## config.mk

```make
export PLATFORM = sky130hd
export DESIGN_NAME = hub75_bcm_driver
export DESIGN_NICKNAME = d
export VERILOG_FILES = /design/src/rtl/hub75_bcm_driver.sv
export SDC_FILE = /design/constraint.sdc
export NUM_CORES = 1
export LEC_CHECK = 0
export BUFFER_PORTS_ARGS = -buffer_cell sky130_fd_sc_hd__clkbuf_2
export CORE_MARGIN = 2
export CORE_UTILIZATION = 50
export DETAILED_ROUTE_END_ITERATION = 12
export PLACE_DENSITY_LB_ADDON = 0.05
export SETUP_SLACK_MARGIN = 0.15
export SLEW_MARGIN = 10
export SYNTH_ARGS = -nofsm -noshare
export SYNTH_HDL_FRONTEND = slang
export SYNTH_SLANG_ARGS = --single-unit
```

## constraint.sdc

```tcl
create_clock -name clk_48mhz -period 4.93 [get_ports clk_48mhz]
set_input_delay 0.7395 -clock clk_48mhz [delete_from_list [all_inputs] [get_ports clk_48mhz]]
set_output_delay 0.7395 -clock clk_48mhz [all_outputs]
set_load 0.01 [all_outputs]
```

## src/rtl/hub75_bcm_driver.sv

```systemverilog
// hub75_bcm_driver: two-lane HUB75 scan engine with binary-coded-modulation bit-planes
// and global brightness, fed from a dual-buffered RGB565 pixel RAM.
module hub75_bcm_driver #(
   parameter int PANEL_WIDTH  = 64,
   parameter int ROW_BITS     = 5,
   parameter int BCM_BITS     = 4,
   parameter int CLK_HALF     = 2,
   parameter int LATCH_CYCLES = 2,
   parameter int BASE_TICKS   = 64,
   localparam int COL_BITS    = $clog2(PANEL_WIDTH),
   localparam int AW          = 2 + ROW_BITS + COL_BITS
) (
   input  logic                clk_48mhz,
   input  logic                reset,
   input  logic [7:0]          i_brightness,
   input  logic                i_buffer_sel,
   output logic [AW-1:0]       o_ram_addr,
   output logic                o_ram_rd_stb,
   input  logic [15:0]         i_ram_data,
   output logic                o_data_clock,
   output logic                o_data_latch,
   output logic                o_data_blank,
   output logic [1:0]          o_data_r,
   output logic [1:0]          o_data_g,
   output logic [1:0]          o_data_b,
   output logic [ROW_BITS-1:0] o_row_select,
   output logic                o_frame_stb
);
   localparam int PW  = BCM_BITS > 1 ? $clog2(BCM_BITS) : 1;
   localparam int SW  = $clog2((CLK_HALF > LATCH_CYCLES ? CLK_HALF : LATCH_CYCLES) + 1);
   localparam int CW  = $clog2(BASE_TICKS + 1) + BCM_BITS;
   localparam int PRW = CW + 8;

   typedef enum logic [2:0] {FETCH_TOP, FETCH_BOT, PRESENT, CLOCK, WAIT_DISP, LATCH} state_t;

   state_t              state_q, state_d;
   logic                active_q, buf_q, buf_d;
   logic [COL_BITS-1:0] col_q, col_d;
   logic [ROW_BITS-1:0] row_q, row_d, row_sel_q, row_sel_d;
   logic [PW-1:0]       plane_q, plane_d;
   logic [SW-1:0]       sub_q, sub_d;
   logic [15:0]         top_q, top_d;
   logic [5:0]          rgb_q, rgb_d;
   logic [CW-1:0]       cnt_q, cnt_d, thr_q, thr_d, period, on_w;
   logic                sub_end, frame_start, load, last_plane;

   // {r,g,b} of one pixel for plane p, taken from the MSB end of each channel
   function automatic logic [2:0] plane_bits(input logic [15:0] px, input logic [PW-1:0] p);
      return {px[4'(16 - BCM_BITS) + 4'(p)], px[4'(11 - BCM_BITS) + 4'(p)], px[4'(5 - BCM_BITS) + 4'(p)]};
   endfunction

   assign sub_end     = sub_q == (state_q == LATCH ? SW'(LATCH_CYCLES - 1) : SW'(CLK_HALF - 1));
   assign frame_start = active_q && state_q == FETCH_TOP && col_q == '0 && row_q == '0 && plane_q == '0;
   assign load        = state_q == LATCH && sub_end;
   assign last_plane  = plane_q == PW'(BCM_BITS - 1);
   assign period      = CW'(BASE_TICKS) << plane_q;
   assign on_w        = CW'((PRW'(i_brightness) * PRW'(period)) >> 8);

   always_comb begin
      buf_d     = frame_start ? i_buffer_sel : buf_q;
      top_d     = state_q == FETCH_BOT ? i_ram_data : top_q;
      rgb_d     = state_q == PRESENT && sub_q == '0 ?
                  {plane_bits(top_q, plane_q), plane_bits(i_ram_data, plane_q)} : rgb_q;
      cnt_d     = load ? period : cnt_q - CW'(cnt_q != '0);
      thr_d     = load ? period - on_w : thr_q;
      sub_d     = (state_q inside {PRESENT, CLOCK, LATCH}) && !sub_end ? sub_q + SW'(1) : '0;
      state_d   = state_q;
      col_d     = col_q;
      row_d     = row_q;
      plane_d   = plane_q;
      if (active_q)
         case (state_q)
            FETCH_TOP: state_d = FETCH_BOT;
            FETCH_BOT: state_d = PRESENT;
            PRESENT:   state_d = sub_end ? CLOCK : PRESENT;
            CLOCK:
               if (sub_end) begin
                  col_d   = col_q + COL_BITS'(1);
                  state_d = col_q != COL_BITS'(PANEL_WIDTH - 1) ? FETCH_TOP :
                            cnt_q == '0 ? LATCH : WAIT_DISP;
               end
            WAIT_DISP: state_d = cnt_q == '0 ? LATCH : WAIT_DISP;
            default:
               if (sub_end) begin
                  state_d = FETCH_TOP;
                  plane_d = last_plane ? '0 : plane_q + PW'(1);
                  row_d   = last_plane ? row_q + ROW_BITS'(1) : row_q;
               end
         endcase
      row_sel_d = state_q != LATCH && state_d == LATCH ? row_q : row_sel_q;
   end

   always_ff @(posedge clk_48mhz) begin
      if (reset) begin
         state_q   <= FETCH_TOP;
         active_q  <= 1'b0;
         buf_q     <= 1'b0;
         col_q     <= '0;
         row_q     <= '0;
         row_sel_q <= '0;
         plane_q   <= '0;
         sub_q     <= '0;
         top_q     <= '0;
         rgb_q     <= '0;
         cnt_q     <= '0;
         thr_q     <= '0;
      end else begin
         state_q   <= state_d;
         active_q  <= 1'b1;
         buf_q     <= buf_d;
         col_q     <= col_d;
         row_q     <= row_d;
         row_sel_q <= row_sel_d;
         plane_q   <= plane_d;
         sub_q     <= sub_d;
         top_q     <= top_d;
         rgb_q     <= rgb_d;
         cnt_q     <= cnt_d;
         thr_q     <= thr_d;
      end
   end

   // the bottom pixel arrives during the first PRESENT cycle, so rgb_d drives the pins directly
   assign o_ram_rd_stb = active_q && (state_q == FETCH_TOP || state_q == FETCH_BOT);
   assign o_ram_addr   = {buf_d, state_q == FETCH_BOT, row_q, col_q};
   assign o_data_clock = state_q == CLOCK;
   assign o_data_latch = state_q == LATCH;
   assign o_data_blank = state_q == LATCH || cnt_q <= thr_q;
   assign o_data_r     = {rgb_d[2], rgb_d[5]};
   assign o_data_g     = {rgb_d[1], rgb_d[4]};
   assign o_data_b     = {rgb_d[0], rgb_d[3]};
   assign o_row_select = row_sel_q;
   assign o_frame_stb  = frame_start;
endmodule

```

==> impl_metrics.xml, run 1 <==
<?xml version="1.0" encoding="UTF-8"?>
<metrics>
  <group name="drt">
    <metric name="num_vias" unit="">4018</metric>
    <metric name="dr.pass1.iters" unit="">4</metric>
    <metric name="first_iter_violations" unit="">150</metric>
    <metric name="route.antenna.remaining_nets" unit="">0</metric>
    <metric name="routedWlPerCell" unit="um">13.8</metric>
    <metric name="wl" unit="mm">10.7</metric>
    <metric name="vias_per_cell" unit="">5.18</metric>
    <metric name="drc" unit="">0</metric>
  </group>
  <group name="clocking">
    <metric name="path_clk_slew" unit="ns">0.09</metric>
    <metric name="cell_chosen_for_the_clock_root" unit="">clkbuf_8</metric>
    <metric name="numClockSinks" unit="">69</metric>
    <metric name="cts_made_buffers" unit="">9</metric>
    <metric name="worst_case_clock_buffer_depth" unit="">2</metric>
    <metric name="clock_latency" unit="ns">0.34</metric>
    <metric name="cts-htree-levels" unit="">3</metric>
    <metric name="cts_hold_buffers" unit="">0</metric>
    <metric name="cts_tree" unit="">built</metric>
  </group>
  <group name="yosys">
    <metric name="synth_enable_flop_cells" unit="">0</metric>
    <metric name="postSynthRegisterBits" unit="">69</metric>
    <metric name="dominantRegCellSynth" unit="">dfxtp_1</metric>
    <metric name="synth-seq-area-share" unit="">0.279</metric>
    <metric name="synth_instances" unit="">576</metric>
    <metric name="synthesis.area" unit="sq um">4960</metric>
    <metric name="syn_area_per_cell" unit="sq um">8.61</metric>
    <metric name="asyncSetResetFlopFracSynth" unit="">0</metric>
    <metric name="synth_nets" unit="">679</metric>
    <metric name="synth-warning-count" unit="">0</metric>
    <metric name="yosysUniqueCellTypes" unit="">58</metric>
  </group>
  <group name="critical_path">
    <metric name="max_stage_delay" unit="ns">0.42</metric>
    <metric name="setup.worst_path.start_class" unit="">register</metric>
    <metric name="slowest_cell_on_the_critical_path" unit="">fa_1</metric>
    <metric name="criticalPathCategory" unit="">register to register</metric>
    <metric name="sort_of_element_at_the_end_of_the_critical_path" unit="">register</metric>
    <metric name="cp_data_arrival_time" unit="ns">4.90</metric>
    <metric name="critical_path.cell_chain" unit="">clkinvlp_4, ha_4, buf_2, and2_1, ha_1, ha_1, inv_1, fa_1, inv_2, ha_4, inv_1, fa_1, nand2b_1, a21oi_2, a21oi_2, o21bai_2, xnor2_1, ha_1, and4_1, a31o_2, o2111a_1, a211oi_2</metric>
    <metric name="critical_path_maximum_fanout" unit="">6</metric>
    <metric name="timing.critical_path.from" unit="">plane_q[0]</metric>
    <metric name="crit_required" unit="ns">5.19</metric>
    <metric name="r2r-start" unit="">plane_q[0]</metric>
    <metric name="cell_repeated_most_along_the_worst_path" unit="">ha_1</metric>
  </group>
  <group name="floorplanning">
    <metric name="die-height" unit="um">104</metric>
    <metric name="die_x" unit="um">104</metric>
    <metric name="fp.dieArea" unit="sq um">10700</metric>
    <metric name="core" unit="sq um">9680</metric>
    <metric name="initial_utilization" unit="">0.512</metric>
    <metric name="top_level_ports" unit="">56</metric>
    <metric name="floorplan.rows" unit="">36</metric>
  </group>
  <group name="finish">
    <metric name="area.sequential" unit="sq um">1390</metric>
    <metric name="final.fill_count" unit="">872</metric>
    <metric name="finalCoreUtilization" unit="">0.601</metric>
    <metric name="multi_input_gate_area_in_the_final_layout" unit="sq um">3410</metric>
    <metric name="layout.cell_area.non_filler" unit="sq um">5820</metric>
    <metric name="final_cells" unit="">776</metric>
    <metric name="final_layout_size_suffix_gt1_frac" unit="">0.205</metric>
    <metric name="antenna_cells" unit="">0</metric>
    <metric name="layout.nets" unit="">741</metric>
    <metric name="synthToLayoutAreaGrowth" unit="%">17.4</metric>
  </group>
  <group name="pwr">
    <metric name="vdd_ir_drop_max" unit="uV">215</metric>
    <metric name="power_density" unit="nW/um^2">290</metric>
    <metric name="static-leakage-power" unit="nW">2.53</metric>
  </group>
  <group name="worst_hold_path">
    <metric name="hold_start" unit="">top_q[10]</metric>
    <metric name="min_path_type" unit="">register to register</metric>
  </group>
  <group name="place">
    <metric name="port-buffer-count" unit="">55</metric>
    <metric name="dpl-instance-area" unit="sq um">5430</metric>
    <metric name="dpl.cell_count" unit="">748</metric>
    <metric name="place.gp.congestion" unit="">0.794</metric>
    <metric name="place.detailed.hpwl" unit="mm">7.87</metric>
  </group>
  <group name="timing">
    <metric name="maximum_clock_skew_at_final_layout" unit="ns">0.0144</metric>
    <metric name="timing_max_transition_violations_final" unit="">0</metric>
    <metric name="fin_setup_tns" unit="ns">0</metric>
    <metric name="post-route-period-util" unit="">0.942</metric>
    <metric name="finalWorstPathRequiredPeriod" unit="ns">4.64</metric>
    <metric name="slew_headroom" unit="">0.536</metric>
    <metric name="timing.final.hold_violations" unit="">0</metric>
    <metric name="timing.final.setup_violations" unit="">0</metric>
    <metric name="fmaxAchievable" unit="MHz">215</metric>
    <metric name="worst-slew-pin-transition" unit="ns">0.696</metric>
    <metric name="grt_setup_unrepaired" unit="">true</metric>
  </group>
  <group name="global_routing">
    <metric name="grt_usage" unit="">0.200</metric>
    <metric name="wire_length_of_the_first_global_routing_pass" unit="mm">17.9</metric>
    <metric name="number_of_global_route_vias_before_repair" unit="">3841</metric>
    <metric name="pin_count_of_the_biggest_net_entering_global_routing" unit="">52</metric>
    <metric name="globalRoute.totalOverflow" unit="">0</metric>
    <metric name="number_of_antenna_violations_at_the_first_check_in_global_routing" unit="">0</metric>
  </group>
  <group name="run_status">
    <metric name="run_status" unit="">finished clean</metric>
  </group>
  <group name="run">
    <metric name="max-cap-violations" unit="">0</metric>
  </group>
</metrics>
==> cell usage after synthesis (6+ instances only) <==
master    number  area share
a21oi_1       37       0.037
and2_1        31       0.039
nand2_1       62       0.047
mux4_2         6       0.027
nand3_1       11       0.011
fa_1          12       0.048
dfxtp_1       69        0.28
inv_1         53       0.040
ha_1          64        0.16
nor2_1        57       0.043
clkbuf_1      16       0.012
xnor2_1       16       0.028
a211oi_1      10       0.015
xor2_1        12       0.021
nand4_1       10       0.013
mux2i_1       21       0.042
o21ai_0       10       0.010
==> sequential cells by signal, summed over array words and instances, names as in the netlist <==
signal        flops
cnt_q            11
state_q           3
col_q             6
top_q            16
sub_q             2
thr_q            11
buf_q             1
o_row_select      5
active_q          1
plane_q           2
rgb_q             6
row_q             5
==> cell usage in the layout (no fill, tap or decap), types with 5 or more instances in the layout <==
cell type	Yosys	layout
a211oi_1	10	8
a21oi_1	37	34
and2_1	31	30
buf_4	2	19
clkbuf_2	0	55
clkbuf_8	0	10
dfxtp_1	69	68
fa_1	12	12
ha_1	64	55
ha_4	0	7
inv_1	53	49
mux2i_1	21	21
mux4_2	6	6
nand2_1	62	62
nand3_1	11	11
nand4_1	10	10
nor2_1	57	57
nor3_1	5	5
o21a_1	5	5
o21ai_0	10	8
xnor2_1	16	16
xor2_1	12	12
==> final cells by class <==
class / instances / share of cell area
clock buffers: 10 / 0.0236
clock inverters: 6 / 0.0161
repair buffers: 75 / 0.0726
multi-input cells: 429 / 0.586
well taps: 133 / 0.0286
inverters: 54 / 0.0355
flip-flops and latches: 69 / 0.238
==> final timing paths <==
kind	end	slack, ns	cells after the start
hold reg to reg	top_q[10]	0.46	2
setup / recovery	thr_q[10]	0.29	22
hold / removal	top_q[10]	0.46	2
setup reg to reg	thr_q[10]	0.29	22
==> critical path: cells and delay by family, from the launching register on <==
kind / cells / cell delay (ns)
simple gates: 3 / 0.50
compound gates: 6 / 1.14
flops: 1 / 0.37
buf+inv: 5 / 0.51
xor+xnor: 1 / 0.14
fa+ha+maj: 7 / 1.92
==> what timing repair did <==
item | CTS | global route
setup endpoints to repair | 2 | 3
buffers inserted | 1 | 11
pin swaps | 1 | 13
resized for setup | 2 | 18
==> cell families (layout without fill, tap and decap cells) <==
family | Yosys count | after routing | share of synthesized area
multiplexers | 29 | 29 | 0.0742
XOR/XNOR | 28 | 28 | 0.0494
flip-flops | 69 | 69 | 0.279
AO/OA/AOI/OAI | 88 | 88 | 0.114
buffers and inverters | 78 | 145 | 0.0636
AND/OR/NAND/NOR | 208 | 208 | 0.210
adder cells (fa/ha/maj) | 76 | 76 | 0.210
==> stage by stage <==
stage | total power, mW | hold slack, ns | setup slack, ns
3_3_place_gp | 1.15 | 0.442 | 0.129
3_5_place_dp | 1.16 | 0.446 | 0.0773
4_1_cts | 1.71 | 0.458 | 0.152
5_1_grt | 1.81 | 0.476 | 0.0534
2_1_floorplan | 1.04 | 0.432 | 0.159
6_report | 1.69 | 0.457 | 0.285
==> layer usage <==
metal,global-route usage,part of all wire
met1,0.277,0.50
met2,0.325,0.45
met3,0.0441,0.034
met4,0.0386,0.011
met5,0,0
==> power breakdown <==
group | total (mW) | switching, mW | leakage [nW] | internal [mW]
clock network | 0.535 | 0.232 | 0.113 | 0.303
registers | 0.664 | 0.0542 | 0.562 | 0.609
logic | 0.489 | 0.263 | 1.85 | 0.226
total | 1.69 | 0.550 | 2.53 | 1.14
Power figures use the tool's default switching activity.
==> inputs of run 2 (changes only) <==
--- a/config.mk
+++ b/config.mk
@@ -5,6 +5,7 @@
 export SDC_FILE = /design/constraint.sdc
 export NUM_CORES = 1
 export LEC_CHECK = 0
+export ABC_CLOCK_PERIOD_IN_PS = 5900
 export BUFFER_PORTS_ARGS = -buffer_cell sky130_fd_sc_hd__clkbuf_2
 export CORE_MARGIN = 2
 export CORE_UTILIZATION = 50
==> constraint.sdc (replaced) <==
create_clock -name clk_48mhz -period 5.9 [get_ports clk_48mhz]
set_input_delay 0.885 -clock clk_48mhz [delete_from_list [all_inputs] [get_ports clk_48mhz]]
set_output_delay 0.885 -clock clk_48mhz [all_outputs]
set_load 0.01 [all_outputs]
==> run 2 against run 1 <==
Maximum frequency fell by 12%. Cell area decreased by 5.6%. Setup slack improved by 0.32 ns. Largest power group unchanged. Highest routed layer unchanged.
==> impl_metrics.xml, run 2 (synthesized netlist as in run 1, its figures left out) <==
<?xml version="1.0" encoding="UTF-8"?>
<metrics>
  <group name="floorplanning">
    <metric name="fp.dieArea" unit="sq um">10700</metric>
    <metric name="floorplan.rows" unit="">36</metric>
    <metric name="die-height" unit="um">104</metric>
    <metric name="top_level_ports" unit="">56</metric>
    <metric name="die_x" unit="um">104</metric>
    <metric name="core" unit="sq um">9680</metric>
    <metric name="initial_utilization" unit="">0.512</metric>
  </group>
  <group name="timing">
    <metric name="post-route-period-util" unit="">0.897</metric>
    <metric name="maximum_clock_skew_at_final_layout" unit="ns">0.0175</metric>
    <metric name="fmaxAchievable" unit="MHz">189</metric>
    <metric name="worst-slew-pin-transition" unit="ns">0.684</metric>
    <metric name="grt_setup_unrepaired" unit="">false</metric>
    <metric name="worst_hold_slack" unit="ns">0.457</metric>
    <metric name="worst_slack" unit="ns">0.606</metric>
    <metric name="timing.final.setup_violations" unit="">0</metric>
    <metric name="slew_headroom" unit="">0.544</metric>
    <metric name="fin_setup_tns" unit="ns">0</metric>
    <metric name="timing_max_transition_violations_final" unit="">0</metric>
    <metric name="timing.final.hold_violations" unit="">0</metric>
    <metric name="finalWorstPathRequiredPeriod" unit="ns">5.29</metric>
  </group>
  <group name="finish">
    <metric name="largest_reg_flops" unit="">16</metric>
    <metric name="layout_top_registers" unit="">top_q x16, cnt_q x11, thr_q x11</metric>
    <metric name="layout.nets" unit="">726</metric>
    <metric name="layout.cells.most_common" unit="">dfxtp_1</metric>
    <metric name="most_used_cells_in_the_layout_excluding_fill_and_tap_cells" unit="">dfxtp_1, ha_1, nand2_1</metric>
    <metric name="final_cells" unit="">761</metric>
    <metric name="final.fill_count" unit="">919</metric>
    <metric name="synthToLayoutAreaGrowth" unit="%">10.8</metric>
    <metric name="final_layout_size_suffix_gt1_frac" unit="">0.150</metric>
    <metric name="finalCoreUtilization" unit="">0.568</metric>
    <metric name="largest_register" unit="">top_q</metric>
    <metric name="antenna_cells" unit="">0</metric>
  </group>
  <group name="critical_path">
    <metric name="r2r.worst_path.cells" unit="">21</metric>
    <metric name="ff2ff_setup_slack" unit="ns">0.61</metric>
    <metric name="setup.worst_path.start_class" unit="">register</metric>
    <metric name="cp_data_arrival_time" unit="ns">5.54</metric>
    <metric name="crit_required" unit="ns">6.15</metric>
    <metric name="critical_path_maximum_fanout" unit="">10</metric>
    <metric name="timing.critical_path.from" unit="">plane_q[0]</metric>
    <metric name="sort_of_element_at_the_end_of_the_critical_path" unit="">register</metric>
    <metric name="criticalPathCategory" unit="">register to register</metric>
    <metric name="r2r-start" unit="">plane_q[0]</metric>
  </group>
  <group name="clocking">
    <metric name="cell_chosen_for_the_clock_root" unit="">clkbuf_8</metric>
    <metric name="post-cts-setup-buffers" unit="">0</metric>
    <metric name="post_cts_resized" unit="">0</metric>
    <metric name="worst_case_clock_buffer_depth" unit="">2</metric>
    <metric name="cts-htree-levels" unit="">3</metric>
    <metric name="cts_tree" unit="">built</metric>
    <metric name="path_clk_slew" unit="ns">0.07</metric>
    <metric name="cts_hold_buffers" unit="">0</metric>
    <metric name="clock_latency" unit="ns">0.35</metric>
    <metric name="numClockSinks" unit="">69</metric>
    <metric name="cts_made_buffers" unit="">9</metric>
  </group>
  <group name="global_routing">
    <metric name="number_of_global_route_vias_before_repair" unit="">3898</metric>
    <metric name="grt_usage" unit="">0.199</metric>
    <metric name="number_of_antenna_violations_at_the_first_check_in_global_routing" unit="">0</metric>
    <metric name="pin_count_of_the_biggest_net_entering_global_routing" unit="">52</metric>
    <metric name="wire_length_of_the_first_global_routing_pass" unit="mm">17.8</metric>
    <metric name="globalRoute.totalOverflow" unit="">0</metric>
  </group>
  <group name="worst_hold_path">
    <metric name="worst_hold_path.num_cells" unit="">2</metric>
    <metric name="min_path_type" unit="">register to register</metric>
    <metric name="hold_start" unit="">top_q[8]</metric>
  </group>
  <group name="drt">
    <metric name="first_iter_violations" unit="">164</metric>
    <metric name="num_vias" unit="">3998</metric>
    <metric name="m1WireLength" unit="mm">5.06</metric>
    <metric name="wl_met3" unit="um">322</metric>
    <metric name="route.antenna.remaining_nets" unit="">0</metric>
    <metric name="met2RoutedLength" unit="mm">4.95</metric>
    <metric name="dr.pass1.iters" unit="">4</metric>
    <metric name="routedWlPerCell" unit="um">13.7</metric>
    <metric name="wl" unit="mm">10.4</metric>
    <metric name="drc" unit="">0</metric>
    <metric name="topRoutingLayerUsed" unit="">met4</metric>
    <metric name="vias_per_cell" unit="">5.25</metric>
  </group>
  <group name="pwr">
    <metric name="power_density" unit="nW/um^2">236</metric>
    <metric name="vdd_ir_drop_max" unit="uV">122</metric>
    <metric name="static-leakage-power" unit="nW">2.42</metric>
  </group>
  <group name="place">
    <metric name="place.detailed.hpwl" unit="mm">7.99</metric>
    <metric name="dp_worst_setup_slack" unit="ns">0.551</metric>
    <metric name="port-buffer-count" unit="">55</metric>
    <metric name="place.gp.congestion" unit="">0.842</metric>
    <metric name="dpl.cell_count" unit="">745</metric>
  </group>
  <group name="run">
    <metric name="max-cap-violations" unit="">0</metric>
  </group>
  <group name="run_status">
    <metric name="run_status" unit="">finished clean</metric>
  </group>
</metrics>
[run 2: changes by cell type in the layout (fill, tap and decap cells not counted), sizes merged]
cell,change
bufinv,-2
clkinv,+2
buf,-15
[run 2: area by class of cell]
class	instances	area (sq um)	area share
flip-flops and latches	69	1380	0.251
multi-input cells	429	3270	0.594
clock inverters	6	38.8	0.00706
clock buffers	10	128	0.0232
repair buffers	60	313	0.0569
inverters	54	203	0.0369
well taps	133	166	0.0303
[run 2: worst paths after layout]
kind	end
setup / recovery	thr_q[10]
hold / removal	top_q[8]
setup reg to reg	thr_q[10]
hold reg to reg	top_q[8]
[run 2: critical path: stages (launching register included)]
cell	delay (ns)
dfxtp_1	0.37
buf_4	0.19
inv_1	0.09
ha_1	0.37
and2_1	0.25
fa_1	0.45
ha_1	0.31
ha_1	0.27
inv_1	0.05
fa_1	0.52
inv_1	0.04
ha_1	0.35
nand2b_1	0.07
a21oi_1	0.20
a21oi_1	0.10
o21bai_1	0.20
xnor2_1	0.15
ha_1	0.31
and4_1	0.23
a31o_2	0.27
o2111a_1	0.25
a211oi_1	0.16
[run 2: routing by layer]
metal / up-vias / global-route usage
met5: - / 0
met4: 0 / 0.0396
met3: 4 / 0.0409
met2: 61 / 0.347
met1: 1878 / 0.257
li1: 2055 / -
[run 2: power breakdown]
group / leakage [nW] / switching, mW / total [mW] / internal (mW)
combinational: 1.77 / 0.218 / 0.404 / 0.186
sequential: 0.561 / 0.0447 / 0.554 / 0.510
clock: 0.0824 / 0.187 / 0.339 / 0.152
total: 2.42 / 0.449 / 1.30 / 0.848
[run 2: per-stage QoR]
stage	instance area [sq um]	power, mW
2_1_floorplan	4960	0.866
3_3_place_gp	5330	0.959
3_5_place_dp	5330	0.970
4_1_cts	5490	1.31
5_1_grt	5500	1.39
6_report	5500	1.30
==> inputs of run 3 (changes only) <==
--- a/config.mk
+++ b/config.mk
@@ -8,7 +8,7 @@
 export ABC_CLOCK_PERIOD_IN_PS = 5900
 export BUFFER_PORTS_ARGS = -buffer_cell sky130_fd_sc_hd__clkbuf_2
 export CORE_MARGIN = 2
-export CORE_UTILIZATION = 50
+export CORE_UTILIZATION = 45
 export DETAILED_ROUTE_END_ITERATION = 12
 export PLACE_DENSITY_LB_ADDON = 0.05
 export SETUP_SLACK_MARGIN = 0.15
==> run 3 against run 2 <==
Cell area grew 1.5%. Hold slack got worse by 0.0040 ns. Setup slack gained 0.066 ns. Highest routed layer unchanged. Critical path depth is the same.
==> impl_metrics.xml, run 3 (synthesized netlist as in run 1, its figures left out) <==
<?xml version="1.0" encoding="UTF-8"?>
<metrics>
  <group name="floorplanning">
    <metric name="core" unit="sq um">10800</metric>
    <metric name="top_level_ports" unit="">56</metric>
    <metric name="fp.dieArea" unit="sq um">11900</metric>
    <metric name="die_x" unit="um">109</metric>
    <metric name="initial_utilization" unit="">0.460</metric>
    <metric name="floorplan.rows" unit="">38</metric>
    <metric name="die-height" unit="um">109</metric>
  </group>
  <group name="clocking">
    <metric name="post_cts_resized" unit="">0</metric>
    <metric name="cts_tree" unit="">built</metric>
    <metric name="cts_hold_buffers" unit="">0</metric>
    <metric name="cts_made_buffers" unit="">9</metric>
    <metric name="post-cts-setup-buffers" unit="">0</metric>
    <metric name="clock_latency" unit="ns">0.35</metric>
    <metric name="path_clk_slew" unit="ns">0.08</metric>
    <metric name="cell_chosen_for_the_clock_root" unit="">clkbuf_8</metric>
    <metric name="numClockSinks" unit="">69</metric>
    <metric name="cts-htree-levels" unit="">3</metric>
    <metric name="worst_case_clock_buffer_depth" unit="">2</metric>
  </group>
  <group name="critical_path">
    <metric name="critical_path_maximum_fanout" unit="">10</metric>
    <metric name="cp_data_arrival_time" unit="ns">5.49</metric>
    <metric name="setup.worst_path.start_class" unit="">register</metric>
    <metric name="sort_of_element_at_the_end_of_the_critical_path" unit="">register</metric>
    <metric name="r2r-start" unit="">plane_q[0]</metric>
    <metric name="critical_path.cell_chain" unit="">inv_1, ha_1, and2_1, fa_1, ha_1, ha_1, inv_1, fa_1, inv_1, ha_1, a211oi_1, o21bai_1, a21oi_1, o21bai_1, a21oi_1, xor2_1, ha_1, a21o_1, a31oi_1, a21boi_0, o31ai_1</metric>
    <metric name="r2r.worst_path.cells" unit="">21</metric>
    <metric name="reg2reg_to" unit="">thr_q[9]</metric>
    <metric name="crit_required" unit="ns">6.16</metric>
    <metric name="criticalPathCategory" unit="">register to register</metric>
    <metric name="slowest_cell_on_the_critical_path" unit="">fa_1</metric>
    <metric name="cell_repeated_most_along_the_worst_path" unit="">ha_1</metric>
    <metric name="ff2ff_setup_slack" unit="ns">0.67</metric>
    <metric name="max_stage_delay" unit="ns">0.52</metric>
  </group>
  <group name="timing">
    <metric name="timing.final.setup_violations" unit="">0</metric>
    <metric name="timing.final.hold_violations" unit="">0</metric>
    <metric name="fin_setup_tns" unit="ns">0</metric>
    <metric name="timing_max_transition_violations_final" unit="">0</metric>
    <metric name="grt_setup_unrepaired" unit="">false</metric>
    <metric name="slew_headroom" unit="">0.521</metric>
    <metric name="worst-slew-pin-transition" unit="ns">0.718</metric>
    <metric name="worst_hold_slack" unit="ns">0.454</metric>
    <metric name="post-route-period-util" unit="">0.886</metric>
    <metric name="maximum_clock_skew_at_final_layout" unit="ns">0.00932</metric>
    <metric name="finalWorstPathRequiredPeriod" unit="ns">5.23</metric>
    <metric name="fmaxAchievable" unit="MHz">191</metric>
  </group>
  <group name="finish">
    <metric name="most_used_cells_in_the_layout_excluding_fill_and_tap_cells" unit="">dfxtp_1, ha_1, nand2_1</metric>
    <metric name="layout.cell_area.non_filler" unit="sq um">5580</metric>
    <metric name="largest_reg_flops" unit="">16</metric>
    <metric name="final.fill_count" unit="">1040</metric>
    <metric name="synthToLayoutAreaGrowth" unit="%">12.5</metric>
    <metric name="final_layout_size_suffix_gt1_frac" unit="">0.150</metric>
    <metric name="antenna_cells" unit="">0</metric>
    <metric name="layout.cells.most_common" unit="">dfxtp_1</metric>
    <metric name="layout.nets" unit="">726</metric>
    <metric name="finalCoreUtilization" unit="">0.517</metric>
    <metric name="largest_register" unit="">top_q</metric>
    <metric name="layout_top_registers" unit="">top_q x16, cnt_q x11, thr_q x11</metric>
  </group>
  <group name="pwr">
    <metric name="internal-power" unit="mW">0.980</metric>
    <metric name="power.share.clock" unit="">0.331</metric>
    <metric name="static-leakage-power" unit="nW">2.46</metric>
    <metric name="vdd_ir_drop_max" unit="uV">196</metric>
    <metric name="switchingPower" unit="mW">0.463</metric>
    <metric name="power.share.switching" unit="">0.321</metric>
    <metric name="power_density" unit="nW/um^2">259</metric>
    <metric name="comb_power_share" unit="">0.285</metric>
    <metric name="seq_power_share" unit="">0.384</metric>
    <metric name="design_power_total" unit="mW">1.44</metric>
  </group>
  <group name="drt">
    <metric name="vias_per_cell" unit="">5.19</metric>
    <metric name="routedWlPerCell" unit="um">13.9</metric>
    <metric name="route.antenna.remaining_nets" unit="">0</metric>
    <metric name="num_vias" unit="">3985</metric>
    <metric name="first_iter_violations" unit="">238</metric>
    <metric name="wl" unit="mm">10.7</metric>
    <metric name="dr.pass1.iters" unit="">4</metric>
    <metric name="drc" unit="">0</metric>
  </group>
  <group name="worst_hold_path">
    <metric name="worst_hold_path.num_cells" unit="">2</metric>
    <metric name="min_path_type" unit="">register to register</metric>
    <metric name="worst_hold_path.endpoint" unit="">thr_q[3]</metric>
    <metric name="hold_start" unit="">thr_q[3]</metric>
  </group>
  <group name="global_routing">
    <metric name="wire_length_of_the_first_global_routing_pass" unit="mm">18.1</metric>
    <metric name="number_of_global_route_vias_before_repair" unit="">3879</metric>
    <metric name="number_of_antenna_violations_at_the_first_check_in_global_routing" unit="">0</metric>
    <metric name="pin_count_of_the_biggest_net_entering_global_routing" unit="">52</metric>
    <metric name="globalRoute.totalOverflow" unit="">0</metric>
    <metric name="grt_usage" unit="">0.193</metric>
  </group>
  <group name="place">
    <metric name="place.detailed.hpwl" unit="mm">8.15</metric>
    <metric name="dpl-instance-area" unit="sq um">5340</metric>
    <metric name="place.gp.congestion" unit="">0.809</metric>
    <metric name="port-buffer-count" unit="">55</metric>
  </group>
  <group name="run_status">
    <metric name="run_status" unit="">finished clean</metric>
  </group>
  <group name="run">
    <metric name="max-cap-violations" unit="">0</metric>
  </group>
</metrics>
==> run 3: area by class of cell <==
type	instances	area, sq um	share of cell area
clock buffer	9	124	0.0222
clock inverter	7	121	0.0217
inverter	54	203	0.0363
multi-input combinational	429	3260	0.585
sequential	69	1380	0.248
tap	140	175	0.0314
timing repair buffer	60	313	0.0561
==> run 3: per-stage QoR <==
stage | worst slack, ns | instances
after floorplan | 0.646 | 576
after global placement | 0.683 | 752
after detailed placement | 0.597 | 752
after CTS | 0.607 | 768
after global routing | 0.284 | 768
final | 0.672 | 768
==> run 3: worst max-delay path, delay by kind of cell, from the launching register on <==
family / cells / cell delay [ns]
compound gates: 9 / 1.63
flops: 1 / 0.43
fa+ha+maj: 7 / 2.43
xor+xnor: 1 / 0.17
simple gates: 1 / 0.24
buf+inv: 3 / 0.20
==> run 3: metal layers <==
| layer | part of all wire | up-vias | routed length [um] | track usage |
|---|---|---|---|---|
| met5 | 0 | - | 0 | 0 |
| met3 | 0.033 | 13 | 351 | 0.0335 |
| met1 | 0.49 | 1850 | 5240 | 0.257 |
| li1 | - | 2057 | - | - |
| met4 | 0.014 | 0 | 152 | 0.0568 |
| met2 | 0.46 | 65 | 4950 | 0.319 |
==> run 3: how the worst max path moves through the flow <==
stage | end | slack [ns] | startpoint | cells after the start
after floorplan | thr_q[9] | 0.65 | plane_q[0] | 23
after global placement | thr_q[9] | 0.68 | i_brightness[4] | 20
after detailed placement | thr_q[9] | 0.60 | i_brightness[4] | 20
after CTS | thr_q[9] | 0.61 | plane_q[0] | 21
after global routing | thr_q[10] | 0.28 | plane_q[0] | 21
final | thr_q[9] | 0.67 | plane_q[0] | 21
==> run 3: power groups by stage <==
stage / combinational (mW) / sequential (mW) / clock [mW]
floorplan: 0.318 / 0.549 / 0
finish: 0.411 / 0.555 / 0.477
CTS: 0.412 / 0.554 / 0.493
global route: 0.468 / 0.562 / 0.514
global placement: 0.397 / 0.564 / 0
detailed placement: 0.406 / 0.565 / 0
